[src/rtl/int_mem_loader_if.sv]
// rtl/int_mem_loader_if.sv - address/data stream and memory write bus of the loader
interface int_mem_loader_if #(
   parameter int IO_DATA_WIDTH = 16
);
   logic [IO_DATA_WIDTH-1:0] a_input;
   logic                     a_valid;
   logic                     a_ready;
   logic [IO_DATA_WIDTH-1:0] b_input;
   logic                     b_valid;
   logic                     b_ready;
   logic [14:0]              mem_addr;
   logic [IO_DATA_WIDTH-1:0] mem_din;
   logic                     input_mem_we;
   logic                     kernel_mem_we;

   modport master (
      output a_input, a_valid, b_input, b_valid,
      input  a_ready, b_ready, mem_addr, mem_din, input_mem_we, kernel_mem_we
   );

   modport slave (
      input  a_input, a_valid, b_input, b_valid,
      output a_ready, b_ready, mem_addr, mem_din, input_mem_we, kernel_mem_we
   );
endinterface

[src/rtl/int_mem_loader.sv]
// rtl/int_mem_loader.sv - loads input/kernel memories from an address/data pair stream
module int_mem_loader #(
   parameter int IO_DATA_WIDTH = 16,
   parameter int INPUT_WORDS   = 1 << 15,
   parameter int KERNEL_WORDS  = 1 << 9
) (
   input  logic            clk,
   input  logic            arst_n_in,
   int_mem_loader_if.slave bus,
   input  logic            start_load,
   input  logic            fsm_done,
   output logic            data_ready,
   output logic            load_error,
   output logic            busy
);
   localparam int ICW = $clog2(INPUT_WORDS + 1);
   localparam int KCW = $clog2(KERNEL_WORDS + 1);
   localparam logic [15:0]    IN_LIM  = 16'(INPUT_WORDS);
   localparam logic [15:0]    K_LIM   = 16'(KERNEL_WORDS);
   localparam logic [ICW-1:0] IN_FULL = ICW'(INPUT_WORDS);
   localparam logic [KCW-1:0] K_FULL  = KCW'(KERNEL_WORDS);

   typedef enum logic [1:0] {IDLE, LOAD, FLUSH, DONE} state_t;

   state_t         state, state_nx;
   logic [ICW-1:0] in_cnt, in_cnt_nx;
   logic [KCW-1:0] k_cnt, k_cnt_nx;
   logic           accept, sel_k, is_k, is_i;
   logic [15:0]    offset;

   assign bus.a_ready = (state == LOAD);
   assign bus.b_ready = (state == LOAD);
   assign busy        = (state == LOAD) || (state == FLUSH);
   assign data_ready  = (state == DONE);

   // A pair arriving alongside start_load belongs to the abandoned load.
   assign accept = (state == LOAD) && bus.a_valid && bus.b_valid && !start_load;
   assign sel_k  = bus.a_input[IO_DATA_WIDTH-1];
   assign offset = {1'b0, bus.a_input[14:0]};
   assign is_k   = accept && sel_k && (offset < K_LIM);
   assign is_i   = accept && !sel_k && (offset < IN_LIM);

   assign in_cnt_nx = (is_i && (in_cnt != IN_FULL)) ? in_cnt + ICW'(1) : in_cnt;
   assign k_cnt_nx  = (is_k && (k_cnt != K_FULL)) ? k_cnt + KCW'(1) : k_cnt;

   always_ff @(posedge clk) begin
      if (!arst_n_in) begin
         state <= IDLE;
      end else begin
         state <= state_nx;
      end
   end

   always_comb begin
      state_nx = state;
      if (start_load) begin
         state_nx = LOAD;
      end else begin
         case (state)
            IDLE:  state_nx = IDLE;
            LOAD:  if ((is_i || is_k) && (in_cnt_nx == IN_FULL) && (k_cnt_nx == K_FULL))
                      state_nx = FLUSH;
            FLUSH: state_nx = DONE;
            DONE:  if (fsm_done) state_nx = IDLE;
            default: state_nx = IDLE;
         endcase
      end
   end

   always_ff @(posedge clk) begin
      if (!arst_n_in) begin
         in_cnt            <= '0;
         k_cnt             <= '0;
         load_error        <= 1'b0;
         bus.input_mem_we  <= 1'b0;
         bus.kernel_mem_we <= 1'b0;
         bus.mem_addr      <= '0;
         bus.mem_din       <= '0;
      end else begin
         bus.input_mem_we  <= is_i;
         bus.kernel_mem_we <= is_k;
         if (is_i || is_k) begin
            bus.mem_addr <= sel_k ? {6'd0, bus.a_input[8:0]} : bus.a_input[14:0];
            bus.mem_din  <= bus.b_input;
         end
         if (start_load) begin
            in_cnt     <= '0;
            k_cnt      <= '0;
            load_error <= 1'b0;
         end else begin
            in_cnt <= in_cnt_nx;
            k_cnt  <= k_cnt_nx;
            if (accept && !is_i && !is_k)
               load_error <= 1'b1;
         end
      end
   end
endmodule

[src/flat_wrapper.sv]
// flat-port wrapper written by rule: the top's interface ports become plain ports
module int_mem_loader_flat 
#(
   parameter int IO_DATA_WIDTH = 16,
   parameter int INPUT_WORDS   = 1 << 15,
   parameter int KERNEL_WORDS  = 1 << 9
)
  (clk, arst_n_in, start_load, fsm_done, data_ready, load_error, busy, bus_a_input, bus_a_valid, bus_b_input, bus_b_valid, bus_a_ready, bus_b_ready, bus_mem_addr, bus_mem_din, bus_input_mem_we, bus_kernel_mem_we);
  int_mem_loader_if #(.IO_DATA_WIDTH(IO_DATA_WIDTH)) bus_i ();
  input  logic clk;
  input  logic arst_n_in;
  input  logic start_load;
  input  logic fsm_done;
  output logic data_ready;
  output logic load_error;
  output logic busy;
  input wire logic [$bits(bus_i.a_input)-1:0] bus_a_input;
  input wire logic [$bits(bus_i.a_valid)-1:0] bus_a_valid;
  input wire logic [$bits(bus_i.b_input)-1:0] bus_b_input;
  input wire logic [$bits(bus_i.b_valid)-1:0] bus_b_valid;
  output wire logic [$bits(bus_i.a_ready)-1:0] bus_a_ready;
  output wire logic [$bits(bus_i.b_ready)-1:0] bus_b_ready;
  output wire logic [$bits(bus_i.mem_addr)-1:0] bus_mem_addr;
  output wire logic [$bits(bus_i.mem_din)-1:0] bus_mem_din;
  output wire logic [$bits(bus_i.input_mem_we)-1:0] bus_input_mem_we;
  output wire logic [$bits(bus_i.kernel_mem_we)-1:0] bus_kernel_mem_we;
  assign bus_i.a_input = bus_a_input;
  assign bus_i.a_valid = bus_a_valid;
  assign bus_i.b_input = bus_b_input;
  assign bus_i.b_valid = bus_b_valid;
  assign bus_a_ready = bus_i.a_ready;
  assign bus_b_ready = bus_i.b_ready;
  assign bus_mem_addr = bus_i.mem_addr;
  assign bus_mem_din = bus_i.mem_din;
  assign bus_input_mem_we = bus_i.input_mem_we;
  assign bus_kernel_mem_we = bus_i.kernel_mem_we;
  int_mem_loader #(.IO_DATA_WIDTH(IO_DATA_WIDTH), .INPUT_WORDS(INPUT_WORDS), .KERNEL_WORDS(KERNEL_WORDS)) u_core (.clk(clk), .arst_n_in(arst_n_in), .bus(bus_i), .start_load(start_load), .fsm_done(fsm_done), .data_ready(data_ready), .load_error(load_error), .busy(busy));
endmodule
[config.mk]
export PLATFORM = sky130hd
export DESIGN_NAME = int_mem_loader_flat
export DESIGN_NICKNAME = d
export VERILOG_FILES = /design/src/rtl/int_mem_loader_if.sv /design/src/rtl/int_mem_loader.sv /design/src/flat_wrapper.sv
export SDC_FILE = /design/constraint.sdc
export NUM_CORES = 1
export LEC_CHECK = 0
export ABC_AREA = 1
export BUFFER_PORTS_ARGS = -buffer_cell sky130_fd_sc_hd__clkbuf_2
export CORE_UTILIZATION = 49
export CTS_CLUSTER_DIAMETER = 150
export DETAILED_ROUTE_END_ITERATION = 7
export GPL_TIMING_DRIVEN = 0
export PLACE_DENSITY = 0.77
export RECOVER_POWER = 25
export SETUP_SLACK_MARGIN = 0.02
export SLEW_MARGIN = 20
export SYNTH_ARGS = -nofsm -noshare
export SYNTH_HDL_FRONTEND = slang
export SYNTH_SLANG_ARGS = --single-unit
[constraint.sdc]
create_clock -name clk -period 1.9 [get_ports clk]
set_input_delay 0 -clock clk [delete_from_list [all_inputs] [get_ports clk]]
set_output_delay 0 -clock clk [all_outputs]
set_load 0.02 [all_outputs]
== Word level (Yosys, flattened, before mapping) ==
Cells that the tools add are included.
Word-level totals
  register bits: 62
  input bits: 38
Operators by class
  add/sub/neg operators: 2
  magnitude comparators: 2
  equality and inequality tests: 11
  multiplexer cells: 7
  bitwise operators: 1
  reductions and logical operators: 23
Operators by type and width (count)
  adder 16 x 1 -> 16 bit (second input constant): 1
  == test 16 bit (second input constant): 1
  less-than comparator 15 x 16 -> 1 bit (second input constant): 1
  2-to-1 mux 16 bit: 1
  inequality test 16 bit (second input constant): 1
  less-than comparator 15 x 10 -> 1 bit (second input constant): 1
  2-to-1 mux 15 bit: 1
  logical AND 1 bit: 13
  adder 10 x 1 -> 10 bit (second input constant): 1
  == test 10 bit (second input constant): 1
  2-to-1 mux 10 bit: 1
  inequality test 10 bit (second input constant): 1
  one-hot mux 2 bit (4 select lines): 1
  == test 2 bit (second input constant): 2
  logical NOT 1 bit: 4
  2-to-1 mux 2 bit: 2
  AND reduction 2 bit: 2
  inequality test 3 x 2 -> 1 bit (second input constant): 1
  inequality test 3 bit (second input constant): 1
  == test 2 x 1 -> 1 bit (second input constant): 1
  logical NOT 2 bit: 1
  logical OR 1 bit: 2
  inequality test 2 x 1 -> 1 bit (second input constant): 1
  inequality test 2 bit (second input constant): 1
  3 further kinds: 3

== Longest topological paths before layout ==
Gate-level depths: netlist (run 1).
  word-level depth: 14
  depth in mapped cells: 21
  depth with buffers taken out: 21

== Least setup slack after synthesis (run 1) ==
No wires, ideal clock.
  kind: register to register
  start point: register u_core.state[1]
  end point: register u_core.state[0]
  data arrival time: 2051 ps
  required time: 1786 ps
  setup slack: -265 ps
  cell stages (with the launch flop): 17
  buffers on the path: 1
  period minus slack after synthesis: 2165 ps
  cell sequence: dfxtp_1 > inv_1 > ha_1 > nand2_2 > nor3_4 > buf_4 > inv_2 > nand2_2 > nand3_1 > nor2_1 > nand3_1 > nor2_1 > nand2_1 > nand2_2 > a21oi_1 > nor2_1 > nor2_1
Between the ends
  longest elaborated chain between the ends: 13
  elaborated cells between the ends (all ways): 25
  classes of those cells: eq/ne (7); mux (4); reduce/logical (14)
Ends and longest elaborated chain
  start: declaration: RTL line int_mem_loader.sv:25  | state_t state, state_nx;
  start signal: assignment: RTL line int_mem_loader.sv:50  | state <= state_nx;
  == test 2 x 1 -> 1 bit (*)
  named net bus_a_ready: RTL line flat_wrapper.sv:21  | output wire logic [$bits(bus_i.a_ready)-1:0] bus_a_ready;
  logical AND 1 bit (3 in a row): RTL line int_mem_loader.sv:37  | assign accept = (state == LOAD) && bus.a_valid && bus.b_valid && !start_load;
  logical AND 1 bit (2 in a row): RTL line int_mem_loader.sv:41  | assign is_i = accept && !sel_k && (offset < IN_LIM);
  logical AND 1 bit: RTL line int_mem_loader.sv:43  | assign in_cnt_nx = (is_i && (in_cnt != IN_FULL)) ? in_cnt + ICW'(1) : in_cnt;
  2-to-1 mux 16 bit: RTL line int_mem_loader.sv:43
  == test 16 bit: RTL line int_mem_loader.sv:61  | LOAD: if ((is_i || is_k) && (in_cnt_nx == IN_FULL) && (k_cnt_nx == K_FULL))
  logical AND 1 bit (2 in a row): RTL line int_mem_loader.sv:61
  inequality test 3 x 2 -> 1 bit (no line)
  AND reduction 2 bit (no line)
Mark *: on every way through the listed nets, which the timed path passes. The rest lies on a longest branch.
A chain may end at the register's enable or synchronous reset.

== Final worst setup path (run 1) ==
  start point: register u_core.in_cnt[11]
  end point: register u_core.state[0]
Between the ends
  longest elaborated chain between the ends: 8
  elaborated cells between the ends (all ways): 9
  classes of those cells: add/sub (1); eq/ne (3); mux (1); reduce/logical (4)
Ends and longest elaborated chain
  start: declaration: RTL line int_mem_loader.sv:26  | logic [ICW-1:0] in_cnt, in_cnt_nx;
  start signal: assignment: RTL line int_mem_loader.sv:91  | in_cnt <= in_cnt_nx;
  parallel branches: the longest is 2 deep, another holds adder 16 x 1 -> 16 bit
  2-to-1 mux 16 bit (*): RTL line int_mem_loader.sv:43
  == test 16 bit (*): RTL line int_mem_loader.sv:61
  logical AND 1 bit (*) (2 in a row): RTL line int_mem_loader.sv:61
  inequality test 3 x 2 -> 1 bit (no line) (*)
  AND reduction 2 bit (no line) (*)
Every way passes the cells marked *.

==> metrics.csv, run 1 <==
stage,metric,value,unit
sta,slew_headroom,52.33,%
floorplanning,initial_core_util,50.78,%
floorplanning,rows,29,
critical_path,r2r_end,u_core.state[0],
logic_synthesis,synth_top_family_by_area,simple AND/OR/NAND/NOR gates,
sta,period_needed,2534,ps
global_routing,gr-total-overflow,0,
critical_path,crit_buf_inv,2,
detailed_routing,drt-vias-per-instance,5.939,
sta,postLayoutSetupSlackWorst,-634.4,ps
logic_synthesis,ys_seq_area_share,38.27,%
final_layout,n_antenna_cell,0,
worst_hold_path,hold_path_end,u_core.bus.mem_addr[9],
detailed_routing,drt_first_iter_violations,533,
sta,setup_tns,-4867,ps
logic_synthesis,synth_compound_area_share,8.642,%
place,dp.cells,647,
sta,finalClockSkew,11.84,ps
critical_path,cp_max_fo,7,
critical_path,rr_worst_depth,17,
place,port_buffers,75,
worst_hold_path,min_path_cells,2,
critical_path,start_kind,flop,
final_layout,final_util,74.75,%
logic_synthesis,ys_types,27,
detailed_routing,first_pass_iters,6,
floorplanning,num_io_pins,76,
logic_synthesis,synth_top_cell_area_share,38.27,%
logic_synthesis,ys_ff_latch,62,
power,power.leakage,2.182,nW
floorplanning,coreArea,6386,um^2
logic_synthesis,synthSimpleGateAreaFrac,40.55,%
clock_tree,clk_latency,350,ps
worst_hold_path,min_path_type,in2reg,
sta,worst_pin_slew,715.0,ps
sta,period_share,133.4,%
detailed_routing,ant_nets,0,
detailed_routing,finalWirelength,13350,um
floorplanning,die_y,83.36,um
final_layout,finalNonFillerCells,720,
power,vdd.ir_drop.worst,0.5163,mV
logic_synthesis,synth.largest_area_cell,dfxtp_1,
sta,rsz0062_at_grt,yes,
floorplanning,fp.dieW,83.36,um
flow_run,cap_violations,0,
place,gp_congestion,0.8537,
global_routing,antenna_found_initial,0,
logic_synthesis,synth_area_leaders,"dfxtp_1, nand2_1, nor2_1, inv_1, nand3_1",
critical_path,cp_common_cell,nor2_1,
detailed_routing,vias,4276,
power,power_density,608.4,nW/um^2
status,status,"complete, but fails checks",
critical_path,regToRegStartpoint,u_core.in_cnt[11],
logic_synthesis,avgSynthCellArea,6.552,um^2
detailed_routing,drc,0,
final_layout,drive_gt1_share,29.86,%
clock_tree,cts_sinks,62,
status,failed_checks,negative setup slack,
critical_path,timing.critical_path.arrival,2780,ps
global_routing,track_usage,30.84,%
worst_hold_path,worstHoldStart,arst_n_in,
logic_synthesis,ys_warn_count,0,
critical_path,crit_type,reg2reg,
detailed_routing,wl_per_cell,18.55,um
critical_path,cp_data_required_time,2140,ps
logic_synthesis,synth-xor-area-share,2.431,%
global_routing,grt_start_max_net_pins,11,
clock_tree,htree_num_levels,3,
global_routing,grt_first_pass_wirelength,16990,um
clock_tree,cts_tree,yes,
critical_path,critPathMaxStageDelay,400,ps
critical_path,r2r_slack,-630,ps
clock_tree,clock_path_buffers,2,
clock_tree,cts.clk_slew.worst_paths,80,ps
logic_synthesis,synth_mux_area_share,0,%
final_layout,fill_cells,419,
place,place_hpwl,5840,um
critical_path,cpMaxStageDelayCell,dfxtp_1,
clock_tree,cts_root_buf,clkbuf_8,
sta,clock.fmax,394.6,MHz
clock_tree,cts_buffers,9,
final_layout,nets,684,
critical_path,critPathCaptureType,flop,
critical_path,cp_cell_sequence,nor2_1 > nand2_1 > nor2_1 > nand2_4 > nand2_8 > inv_6 > buf_12 > nand2_1 > nand2_1 > nor2_1 > nand3_1 > nor2_1 > nand2_1 > nand2_2 > a21oi_2 > nor2_1 > nor2_1,
sta,slew_viol_final,0,
sta,finalSetupViolCount,33,
critical_path,crit_family,simple AND/OR/NAND/NOR gates,
logic_synthesis,synthCells,495,
logic_synthesis,synth_nets,540,
floorplanning,dieArea,6948,um^2
sta,final-hold-violation-count,0,
global_routing,grt_pass1_vias,3837,
final_layout,syn_to_final_growth,47.18,%
logic_synthesis,synth.cell_area,3243,um^2
logic_synthesis,synth-adder-area-share,2.701,%
layout by cell type, fill, tap and decap left out, drive strengths merged:
cell / netlist / final
xnor2: 2 / 2
ha: 7 / 7
bufinv: 0 / 2
dlygate4sd3: 0 / 31
nand3: 29 / 29
clkbuf: 9 / 90
clkinv: 1 / 4
inv: 43 / 43
buf: 5 / 36
nor2: 122 / 122
dfxtp: 62 / 62
o21ai: 26 / 26
nand4: 7 / 7
a32o: 6 / 6
nand3b: 6 / 6
nor3: 4 / 4
a21oi: 18 / 18
xor2: 7 / 7
nand2: 141 / 141
stage by stage:
step | worst slack (ps) | total power (W) | hold slack [ps] | area, um^2
5_1_grt | -856.7 | 0.002958 | 79.24 | 4773
6_report | -634.4 | 0.002904 | 74.30 | 4773
3_3_place_gp | -358.6 | 0.001501 | 221.8 | 3750
4_1_cts | -302.2 | 0.002780 | 1.045 | 4410
2_1_floorplan | -43.94 | 0.001430 | 122.1 | 3278
3_5_place_dp | -396.5 | 0.001503 | 228.9 | 3750
Yosys cell counts, drive strengths merged:
cell	instances
nand2	141
xnor2	2
inv	43
nand4	7
xor2	7
dfxtp	62
nor2	122
a21oi	18
buf	5
nand3b	6
clkbuf	9
o21ai	26
a32o	6
nand3	29
clkinv	1
nor3	4
ha	7
state kept, by name, summed over array words and instances, names as in the netlist:
signal	count
u_core.load_error	1
u_core.bus.mem_din	16
u_core.bus.mem_addr	15
u_core.k_cnt	10
u_core.in_cnt	16
u_core.state	2
u_core.bus.input_mem_we	1
u_core.bus.kernel_mem_we	1
area by class of cell:
class | count | area (um^2) | area share (%)
clock inverter | 5 | 75.07 | 1.573
inverter | 44 | 180.2 | 3.775
tap | 77 | 96.34 | 2.018
sequential | 62 | 1250 | 26.19
timing repair buffer | 133 | 945.9 | 19.82
clock buffer | 10 | 127.6 | 2.674
multi-input combinational | 375 | 1978 | 41.44
buffer | 14 | 120.1 | 2.516
how the worst max path moves through the flow:
stage | start | depth (start not counted) | endpoint | slack [ps]
after global routing | u_core.in_cnt[0] | 20 | u_core.state[0] | -860
after detailed placement | u_core.in_cnt[0] | 19 | u_core.state[0] | -400
final | u_core.in_cnt[11] | 17 | u_core.state[0] | -630
after global placement | u_core.in_cnt[0] | 19 | u_core.state[0] | -360
after floorplan | u_core.state[1] | 16 | u_core.state[0] | -40
after CTS | u_core.in_cnt[0] | 19 | u_core.state[0] | -300
routing by layer:
metal  global-route usage [%]  up-vias  wire length (um)
met5                        0        -                 0
met4                    16.61        0              1121
met3                    8.151      126              1489
met2                    55.07      382              6173
met1                    32.98     1914              4568
li1                         -     1854                 -
cell families after synthesis:
group,after synthesis
and+or+nand+nor,309
buffers and inverters,58
AOI/OAI and AO/OA,50
adders and majority gates,7
DFF,62
xor gates and xnor gates,9
worst register-to-register path, stage by stage, from the launching register on:
cell and delay (ps):
dfxtp_1 400, nor2_1 140, nand2_1 90, nor2_1 240
nand2_4 150, nand2_8 130, inv_6 60, buf_12 130
nand2_1 70, nand2_1 70, nor2_1 150, nand3_1 110
nor2_1 150, nand2_1 130, nand2_2 130, a21oi_2 60
nor2_1 140, nor2_1 60
where the power goes:
group          switching [W]  total, W  internal, W
sequential         0.0000114   0.00132      0.00131
clock               0.000587   0.00131     0.000726
combinational       0.000148  0.000271     0.000123
total               0.000746   0.00290      0.00216
timing repair:
item                                    4_1_cts  5_1_grt
gates cloned                                  0        4
resized for setup                            18      121
setup buffers                                12       11
hold endpoints to repair                     31        0
hold buffers                                 31        0
pin swaps                                    16       35
endpoints found under the setup margin       32       32
Note: power is estimated with default switching activity, not from simulation.
==> run 2: changes to the inputs <==
--- a/config.mk
+++ b/config.mk
@@ -11,6 +11,7 @@
 export CTS_CLUSTER_DIAMETER = 150
 export DETAILED_ROUTE_END_ITERATION = 7
 export GPL_TIMING_DRIVEN = 0
+export MAX_ROUTING_LAYER = met4
 export PLACE_DENSITY = 0.77
 export RECOVER_POWER = 25
 export SETUP_SLACK_MARGIN = 0.02
==> metrics.csv, run 2 (same netlist as run 1, synthesis figures left out) <==
stage,metric,value,unit,change
detailed_routing,drt-vias-per-instance,5.896,,-0.72%
critical_path,cpMaxStageDelayCell,dfxtp_2,,
detailed_routing,drt_first_iter_violations,441,,-17%
final_layout,regArea,1250,um^2,unchanged
sta,finalClockSkew,10.21,ps,-1.626 ps
final_layout,final_cell_mix,"nand2_1, nor2_1, clkbuf_2, dfxtp_1, inv_1",,
clock_tree,cts_tree,yes,,
global_routing,track_usage,31.83,%,+1.0 points
sta,period_needed,2526,ps,-8.143 ps
final_layout,multi_input_area,1942,um^2,-1.8%
sta,period_share,133.0,%,-0.43 points
final_layout,n_antenna_cell,0,,unchanged
sta,slew_headroom,59.66,%,+7.3 points
clock_tree,clock_path_buffers,2,,unchanged
global_routing,gr-total-overflow,0,,unchanged
worst_hold_path,min_path_cells,2,,unchanged
floorplanning,coreArea,6386,um^2,unchanged
floorplanning,rows,29,,unchanged
sta,setup_tns,-4108,ps,+759.7 ps
global_routing,grt_first_pass_wirelength,17020,um,+0.16%
place,gp_congestion,0.8673,,+1.6%
critical_path,cp_max_fo,5,,-2
final_layout,drive_gt1_share,28.15,%,-1.7 points
sta,finalSetupViolCount,33,,unchanged
detailed_routing,ant_nets,0,,unchanged
place,place_hpwl,5840,um,unchanged
clock_tree,htree_num_levels,3,,unchanged
flow_run,cap_violations,0,,unchanged
critical_path,cp_data_required_time,2150,ps,about the same
detailed_routing,drc,0,,unchanged
sta,clock.fmax,395.8,MHz,+0.32%
worst_hold_path,min_path_type,in2reg,,
global_routing,grt_start_max_net_pins,11,,unchanged
detailed_routing,finalWirelength,13290,um,-0.49%
final_layout,fill_cells,423,,+0.95%
critical_path,rr_worst_depth,17,,unchanged
global_routing,antenna_found_initial,0,,unchanged
sta,postLayoutSetupSlackWorst,-626.2,ps,+8.143 ps
clock_tree,clk_latency,350,ps,about the same
critical_path,start_kind,flop,,
critical_path,timing.critical_path.arrival,2780,ps,about the same
final_layout,syn_to_final_growth,46.45,%,
critical_path,r2r_slack,-630,ps,about the same
clock_tree,cts_sinks,62,,unchanged
power,vdd.ir_drop.worst,0.5491,mV,+6.4%
place,port_buffers,75,,unchanged
clock_tree,cts.clk_slew.worst_paths,80,ps,about the same
detailed_routing,first_pass_iters,5,,-1
sta,final-hold-violation-count,0,,unchanged
floorplanning,dieArea,6948,um^2,unchanged
critical_path,critPathCaptureType,flop,,
critical_path,critPathMaxStageDelay,350,ps,-50 ps
clock_tree,cts_buffers,9,,unchanged
critical_path,crit_type,reg2reg,,
power,power,0.002888,W,-0.57%
detailed_routing,wl_per_cell,18.45,um,-0.49%
final_layout,nets,684,,unchanged
sta,rsz0062_at_grt,yes,,
status,failed_checks,negative setup slack,,
floorplanning,num_io_pins,76,,unchanged
critical_path,cp_common_cell,nor2_1,,
final_layout,biggestRegsByFlops,"u_core.bus.mem_din (16), u_core.in_cnt (16), u_core.bus.mem_addr (15)",,
floorplanning,die_y,83.36,um,unchanged
detailed_routing,vias,4245,,-0.72%
sta,worst_pin_slew,605.1,ps,-109.9 ps
final_layout,final_common_cell,nand2_1,,
worst_hold_path,worstHoldStart,arst_n_in,,
critical_path,cp_cell_sequence,inv_2 > ha_4 > nand2_4 > nor3_4 > nand2_8 > clkbuf_16 > buf_4 > nand2_1 > nand2_1 > nor2_1 > nand3_1 > nor2_1 > nand2_1 > nand2_2 > a21oi_2 > nor2_1 > nor2_1,,
sta,slew_viol_final,0,,unchanged
final_layout,final_util,74.37,%,-0.37 points
floorplanning,initial_core_util,50.78,%,unchanged
clock_tree,cts_root_buf,clkbuf_8,,
global_routing,grt_pass1_vias,3833,,-0.10%
critical_path,r2r_end,u_core.state[0],,
power,power_density,608.0,nW/um^2,about the same
status,status,"complete, but fails checks",,
critical_path,regToRegStartpoint,u_core.state[1],,
worst_hold_path,hold_path_end,u_core.bus.mem_addr[9],,
floorplanning,fp.dieW,83.36,um,unchanged
power,power.leakage,2.180,nW,about the same
-- run 2: changes by cell type in the layout (fill, tap and decap cells not counted), sizes merged --
cell	change
clkbuf	+1
buf	-1
-- run 2: timing repair --
| item | CTS | global route |
|---|---|---|
| endpoints found under the setup margin | 32 | 32 |
| hold endpoints to repair | 31 | 0 |
| gates cloned | 0 | 5 |
| pin swaps | 16 | 33 |
| gates resized for setup | 18 | 109 |
| setup buffers | 12 | 10 |
| hold buffers | 31 | 0 |
-- run 2: area by class of cell --
class	instances	share of cell area (%)
multi-input cells	375	40.89
repair buffers	133	20.18
clock buffers	10	2.687
inverters	44	3.793
plain buffers	14	2.529
clock inverters	5	1.581
flip-flops and latches	62	26.32
well taps	77	2.028
-- run 2: critical path, delay by kind of cell, from the launching register on --
kind                       cells  cell delay [ps]
and+or+nand+nor               12             1470
DFF                            1              350
adders and majority gates      1              160
buffers and inverters          3              370
AOI/OAI and AO/OA              1               70
-- run 2: how the worst max path moves through the flow --
stage	start	endpoint	slack [ps]	depth (start not counted)
2_1_floorplan	u_core.state[1]	u_core.state[0]	-40	16
3_3_place_gp	u_core.in_cnt[0]	u_core.state[0]	-360	19
3_5_place_dp	u_core.in_cnt[0]	u_core.state[0]	-400	19
4_1_cts	u_core.in_cnt[0]	u_core.state[0]	-300	19
5_1_grt	u_core.state[1]	u_core.state[0]	-710	19
6_report	u_core.state[1]	u_core.state[0]	-630	17
-- run 2: power by group --
group	internal, W	switching, W
Sequential	0.00131	0.0000118
Clock	0.000726	0.000574
Combinational	0.000122	0.000145
-- run 2: per-stage QoR --
stage	instances	instance area (um^2)	setup WS (ps)	hold WS [ps]
6_report	720	4750	-626.2	15.22
5_1_grt	720	4750	-709.0	17.87
4_1_cts	705	4410	-302.2	1.045
3_5_place_dp	647	3750	-396.5	228.9
3_3_place_gp	647	3750	-358.6	221.8
2_1_floorplan	495	3278	-43.94	122.1
-- run 2: routing by layer --
layer  wire length [um]  vias to the layer above  GRT usage (%)
li1                   -                     1856              -
met1               4639                     1910          34.04
met4               1076                        0          16.61
met2               6218                      370          54.77
met5                  0                        -              -
met3               1352                      109          7.356
